<file path="src/rtl/vga_pkg.sv">
// Shared timing constants and types for the 640x480@60 Hz VGA raster generator.
// Totals must stay <= 1023 so that every coordinate fits in coord_t.
package vga_pkg;

  localparam int H_ACTIVE = 640;
  localparam int H_FP     = 16;
  localparam int H_SYNC   = 96;
  localparam int H_BP     = 48;
  localparam int V_ACTIVE = 480;
  localparam int V_FP     = 10;
  localparam int V_SYNC   = 2;
  localparam int V_BP     = 33;

  localparam int H_TOTAL      = H_ACTIVE + H_FP + H_SYNC + H_BP;
  localparam int V_TOTAL      = V_ACTIVE + V_FP + V_SYNC + V_BP;
  localparam int H_SYNC_START = H_ACTIVE + H_FP;
  localparam int H_SYNC_END   = H_SYNC_START + H_SYNC;
  localparam int V_SYNC_START = V_ACTIVE + V_FP;
  localparam int V_SYNC_END   = V_SYNC_START + V_SYNC;

  typedef logic [9:0] coord_t;

  typedef struct packed {
    logic [7:0] r;
    logic [7:0] g;
    logic [7:0] b;
  } rgb_t;

endpackage

</file>
<file path="src/rtl/vga_axis_counter.sv">
// One raster axis: counts on enable and wraps max back to 0.
// wrap is combinational so the next axis can chain off it in the same tick.
module vga_axis_counter
  import vga_pkg::*;
(
  input  logic   clk,
  input  logic   rst_n,
  input  logic   en,
  input  coord_t max,
  output coord_t count,
  output logic   wrap
);

  assign wrap = en && (count == max);

  always_ff @(posedge clk or negedge rst_n) begin
    if (!rst_n) begin
      count <= '0;
    end else if (wrap) begin
      count <= '0;
    end else if (en) begin
      count <= count + coord_t'(1);
    end
  end

endmodule

</file>
<file path="src/rtl/vga_timing_ctrl.sv">
// VGA raster timing: x/y to the paint logic, colour/sync/blank registered together
// so every DAC pin changes on the same edge, half a pixel before vga_clk rises.
module vga_timing_ctrl
  import vga_pkg::*;
#(
  parameter int H_ACTIVE = vga_pkg::H_ACTIVE,
  parameter int H_FP     = vga_pkg::H_FP,
  parameter int H_SYNC   = vga_pkg::H_SYNC,
  parameter int H_BP     = vga_pkg::H_BP,
  parameter int V_ACTIVE = vga_pkg::V_ACTIVE,
  parameter int V_FP     = vga_pkg::V_FP,
  parameter int V_SYNC   = vga_pkg::V_SYNC,
  parameter int V_BP     = vga_pkg::V_BP
) (
  input  logic       clk,
  input  logic       rst_n,
  output logic [9:0] x,
  output logic [9:0] y,
  input  logic [7:0] red_in,
  input  logic [7:0] green_in,
  input  logic [7:0] blue_in,
  output logic [7:0] vga_r,
  output logic [7:0] vga_g,
  output logic [7:0] vga_b,
  output logic       vga_hsync_n,
  output logic       vga_vsync_n,
  output logic       vga_blank_n,
  output logic       vga_sync_n,
  output logic       vga_clk,
  output logic       frame_start
);

  localparam coord_t H_MAX  = coord_t'(H_ACTIVE + H_FP + H_SYNC + H_BP - 1);
  localparam coord_t V_MAX  = coord_t'(V_ACTIVE + V_FP + V_SYNC + V_BP - 1);
  localparam coord_t H_ACT  = coord_t'(H_ACTIVE);
  localparam coord_t V_ACT  = coord_t'(V_ACTIVE);
  localparam coord_t HS_BEG = coord_t'(H_ACTIVE + H_FP);
  localparam coord_t HS_END = coord_t'(H_ACTIVE + H_FP + H_SYNC);
  localparam coord_t VS_BEG = coord_t'(V_ACTIVE + V_FP);
  localparam coord_t VS_END = coord_t'(V_ACTIVE + V_FP + V_SYNC);

  logic   pix_en;
  logic   h_wrap;
  logic   v_wrap;
  logic   v_en;
  coord_t hcount;
  coord_t vcount;

  logic   active_p0;
  logic   hsync_n_p0;
  logic   vsync_n_p0;
  rgb_t   rgb_p0;

  logic   hsync_n_p1;
  logic   vsync_n_p1;
  logic   blank_n_p1;
  logic   frame_p1;
  rgb_t   rgb_p1;

  // 25 MHz pixel tick: every other 50 MHz edge.
  always_ff @(posedge clk or negedge rst_n) begin
    if (!rst_n) begin
      pix_en <= 1'b0;
    end else begin
      pix_en <= ~pix_en;
    end
  end

  assign v_en = pix_en && h_wrap;

  vga_axis_counter u_h_counter (
    .clk   (clk),
    .rst_n (rst_n),
    .en    (pix_en),
    .max   (H_MAX),
    .count (hcount),
    .wrap  (h_wrap)
  );

  vga_axis_counter u_v_counter (
    .clk   (clk),
    .rst_n (rst_n),
    .en    (v_en),
    .max   (V_MAX),
    .count (vcount),
    .wrap  (v_wrap)
  );

  // p0: decode of the current counters, colour returned by the paint logic.
  always_comb begin
    active_p0  = (hcount < H_ACT) && (vcount < V_ACT);
    hsync_n_p0 = !((hcount >= HS_BEG) && (hcount < HS_END));
    vsync_n_p0 = !((vcount >= VS_BEG) && (vcount < VS_END));
    rgb_p0     = '0;
    if (active_p0) begin
      rgb_p0 = '{r: red_in, g: green_in, b: blue_in};
    end
  end

  // p1: DAC-facing registers, all updated on the same tick edge.
  always_ff @(posedge clk or negedge rst_n) begin
    if (!rst_n) begin
      hsync_n_p1 <= 1'b1;
      vsync_n_p1 <= 1'b1;
      blank_n_p1 <= 1'b0;
      rgb_p1     <= '0;
    end else if (pix_en) begin
      hsync_n_p1 <= hsync_n_p0;
      vsync_n_p1 <= vsync_n_p0;
      blank_n_p1 <= active_p0;
      rgb_p1     <= rgb_p0;
    end
  end

  // pix_en is low on the following edge, so this is a single-clk pulse.
  always_ff @(posedge clk or negedge rst_n) begin
    if (!rst_n) begin
      frame_p1 <= 1'b0;
    end else begin
      frame_p1 <= pix_en && v_wrap;
    end
  end

  assign x           = hcount;
  assign y           = vcount;
  assign vga_r       = rgb_p1.r;
  assign vga_g       = rgb_p1.g;
  assign vga_b       = rgb_p1.b;
  assign vga_hsync_n = hsync_n_p1;
  assign vga_vsync_n = vsync_n_p1;
  assign vga_blank_n = blank_n_p1;
  assign vga_sync_n  = 1'b0;
  assign vga_clk     = pix_en;
  assign frame_start = frame_p1;

endmodule

</file>
<file path="config.mk">
export PLATFORM = sky130hd
export DESIGN_NAME = vga_timing_ctrl
export DESIGN_NICKNAME = d
export VERILOG_FILES = /design/src/rtl/vga_pkg.sv /design/src/rtl/vga_axis_counter.sv /design/src/rtl/vga_timing_ctrl.sv
export SDC_FILE = /design/constraint.sdc
export NUM_CORES = 1
export LEC_CHECK = 0
export CAP_MARGIN = 40
export CORE_MARGIN = 4
export CORE_UTILIZATION = 52
export CTS_CLUSTER_SIZE = 8
export DETAILED_ROUTE_END_ITERATION = 6
export MAX_ROUTING_LAYER = met4
export PLACE_DENSITY = 0.85
export SYNTH_ARGS = -nofsm -noshare
export SYNTH_HDL_FRONTEND = slang
export SYNTH_HIERARCHICAL = 1
export SYNTH_SLANG_ARGS = --single-unit
</file>
<file path="constraint.sdc">
create_clock -name clk -period 6.8 [get_ports clk]
set_clock_uncertainty 0.15 [all_clocks]
set_input_delay 1.36 -clock clk [delete_from_list [all_inputs] [get_ports clk]]
set_output_delay 1.36 -clock clk [all_outputs]
set_load 0.05 [all_outputs]
</file>
==> impl_results.md <==
- Max-slew violation count: 0
- Critical path buffer and inverter count: 1
- Global-route wire length before repair: 9.92 mm
- FP Rows: 26
- Hpwl dp: 4.21 mm
- Die width: around 80 um
- Initial Utilization: between 50% and 60%
- RSZ-0062 raised after global routing: no
- CTS clk-pin slew, worst paths: around 0.09 ns
- # port buffers: 74
- Crit path cell chain: clkdlybuf4s50_1
- Routability cong.: roughly 0.76
- Deepest clock path buffer count: 2
- Placed cells: slightly below 400
- # DRC: 0
- Crit path depth: 1
- Non-Filler Instances: roughly 410
- WP data arrival: around 2.2 ns
- Final net count: roughly 360
- Root Driver: clkbuf_8
- Postcts setup bufs: 0
- Post-route minimum period: between 3 and 4 ns
- Largest net degree at the start of global routing: 65
- Number of synthesized flops with an enable pin: 0
- Mean Syn Cell Area: about 11 um^2
- Top delay family on crit path: flip-flops
- N_diodes: 0
- Clock Latency Late Sink: 0.30 ns
- Vias: around 2100
- Core footprint: slightly above 5000 um^2
- Top-area cell type share of the netlist area: between 40% and 50%
- CTS buffer count: 5
- Seq/Total Area, Yosys: between 40% and 50%
- FF-to-FF setup slack: between 3 and 4 ns
- CP max stage cell: dfrtp_2
- Synthesized instance count: roughly 250
- CP max FO: between 60 and 70
- Chip Height: 81.2 um
- Vias per Instance: a little over 5
- Required @ worst endpoint: ~5.3 ns
- Final setup viols: 0
- Setup crit end kind: output port
- P&R area growth vs syn: 31.6%
- Final hold vios: 0
- Initial antenna violation count: 0
- CTS tree: done
- Area leader, netlist: dfrtp_1
- DR iter-0 viols: between 100 and 150
- Mapped cell area: approximately 2800 um^2
- Fmax achieved: roughly 0.27 GHz
- Peak VDD IR: between 0.1 and 0.15 mV
- Tightest Pin Transition: a little under 0.9 ns
- Status: finished clean
- H-tree depth: 2
- Main area contributors after synthesis: dfrtp_1 42%, o41ai_2 11%, nand2b_1 5.6%, xnor2_1 5.0%, xor2_1 4.4%
- Prevailing post-synth register cell: dfrtp_1
- Overflow after GRT: 0
- Critical Path Max Stage Delay: 0.96 ns
- Layout cells sized above 1: between 10% and 20%
- Antenna viol nets, final: 0
- Number of distinct library cells after synthesis: 38
- Hold Path Class: reg -> reg
- Sink Count: between 40 and 50
- Synthesis Warnings: 6
- Rel. slew slack: between 40% and 50%
- Leak: between 1.5 and 2 nW
- Hold depth: 2
- Worst setup SP type: register
- CTS resizes: 0
- PD cells: between 200 and 250 nW/um^2
- Worst Reg-to-Reg Cells: 6
- Total Neg Setup Slack: 0 ns
- Hold_buf cts: 0
- Die area: ~6600 um^2
- Gr usage total: 20.0%
- Max_cap viols: 0
- DRT Pass-1 Iters: 4
- Vias in the first global route: roughly 2100
- Synth Register Bits: between 40 and 50
- Wire per inst: ~15 um
- Async SR Flop Fraction: 100%
- Final WL: roughly 6.0 mm
- Crit share post-route: 54.7%
- Ports: 76
- Critical path class: reg -> out
[sequential cells by signal (all words and copies together) (netlist names)]
name / count
vga_blank_n: 1
vga_clk: 1
u_h_counter/count: 10
frame_start: 1
vga_g: 8
vga_r: 8
vga_vsync_n: 1
u_v_counter/count: 10
vga_b: 8
vga_hsync_n: 1
[routing by layer]
metal	up-vias	routed length, um	global-route usage [%]	share of wire, %
met4	0	74	5.74	1.2
met1	1023	2540	23.9	43
met2	44	3150	33.7	53
li1	1017	-	-	-
met5	-	0	-	0
met3	6	213	4.77	3.6
[final timing paths]
check | endpoint | from
setup / recovery | vga_clk | vga_clk$_DFF_PN0_
hold / removal | vga_r[0]$_DFFE_PN0P_ | vga_r[0]$_DFFE_PN0P_
setup reg to reg | u_v_counter/count[1]$_DFFE_PN0P_ | vga_clk$_DFF_PN0_
hold reg to reg | vga_r[0]$_DFFE_PN0P_ | vga_r[0]$_DFFE_PN0P_
max in group asynchronous | vga_clk$_DFF_PN0_ | rst_n
min in group asynchronous | u_v_counter/count[2]$_DFFE_PN0P_ | rst_n
[cell usage after synthesis, types with 2 or more instances]
cell,count
nor2_1,17
nand3_2,2
ha_1,2
buf_6,3
o311ai_0,2
buf_2,5
nand2_1,30
xor2_1,14
xnor2_2,6
inv_1,8
nand4_1,6
o41ai_1,5
o22ai_2,2
nand2b_1,25
buf_8,2
o41ai_2,19
and3_1,3
nor3_4,2
and4_2,2
nand4_2,2
nand3_1,4
conb_1,2
o21ai_0,2
and2_1,2
buf_4,2
dfrtp_1,47
xnor2_1,16
clkbuf_1,2
dfstp_2,2
and4_1,2
[power breakdown]
part           total [mW]  switching [mW]  internal, mW
Clock               0.164          0.0930        0.0715
Sequential          0.348          0.0341         0.313
Combinational       0.235           0.141        0.0948
[cells by family after synthesis]
family | synth area share (%)
adder cells (fa/ha/maj) | 0.897
flip-flops | 44.1
AND/OR/NAND/NOR | 20.5
XOR/XNOR | 12.9
AO/OA/AOI/OAI | 16.3
buffers and inverters | 5.07
other | 0.269
[area by class of cell]
cell class                      count  area [um^2]
Timing Repair Buffer               76          751
Tap cell                           70         87.6
Clock buffer                        6         72.6
Inverter                            8         30.0
Multi-Input combinational cell    194         1490
Sequential cell                    49         1230
Fill cell                         416         1470
Clock inverter                      2         10.0
[per-stage QoR]
step	area (um^2)	total power [mW]	hold slack, ns	setup slack, ns	util, %
finish	3670	0.747	0.338	3.08	71.4
global route	3670	0.788	0.366	2.94	71.4
CTS	3670	0.753	0.346	3.07	71.4
detailed placement	3590	0.590	0.327	3.40	69.8
global placement	3590	0.584	0.313	3.40	69.8
floorplan	2860	0.507	0.446	4.26	-
[placed cells by master, fill, tap and decap left out, types with 2 or more instances in the layout]
| cell type | count |
|---|---|
| nand4_1 | 6 |
| and2_1 | 2 |
| conb_1 | 21 |
| xor2_1 | 14 |
| nand3_2 | 2 |
| xnor2_1 | 16 |
| and3_1 | 3 |
| buf_4 | 2 |
| clkdlybuf4s50_1 | 73 |
| nand4_2 | 2 |
| nor2_1 | 17 |
| nand2_1 | 30 |
| o41ai_1 | 5 |
| dfstp_2 | 2 |
| and4_2 | 2 |
| o22ai_2 | 2 |
| and4_1 | 2 |
| nand2b_1 | 25 |
| o311ai_0 | 2 |
| clkbuf_8 | 5 |
| nor3_4 | 2 |
| inv_1 | 8 |
| clkinv_2 | 2 |
| nand3_1 | 4 |
| o41ai_2 | 19 |
| ha_1 | 2 |
| xnor2_2 | 6 |
| dfrtp_1 | 46 |
| o21ai_0 | 2 |
Power figures use the tool's default switching activity.
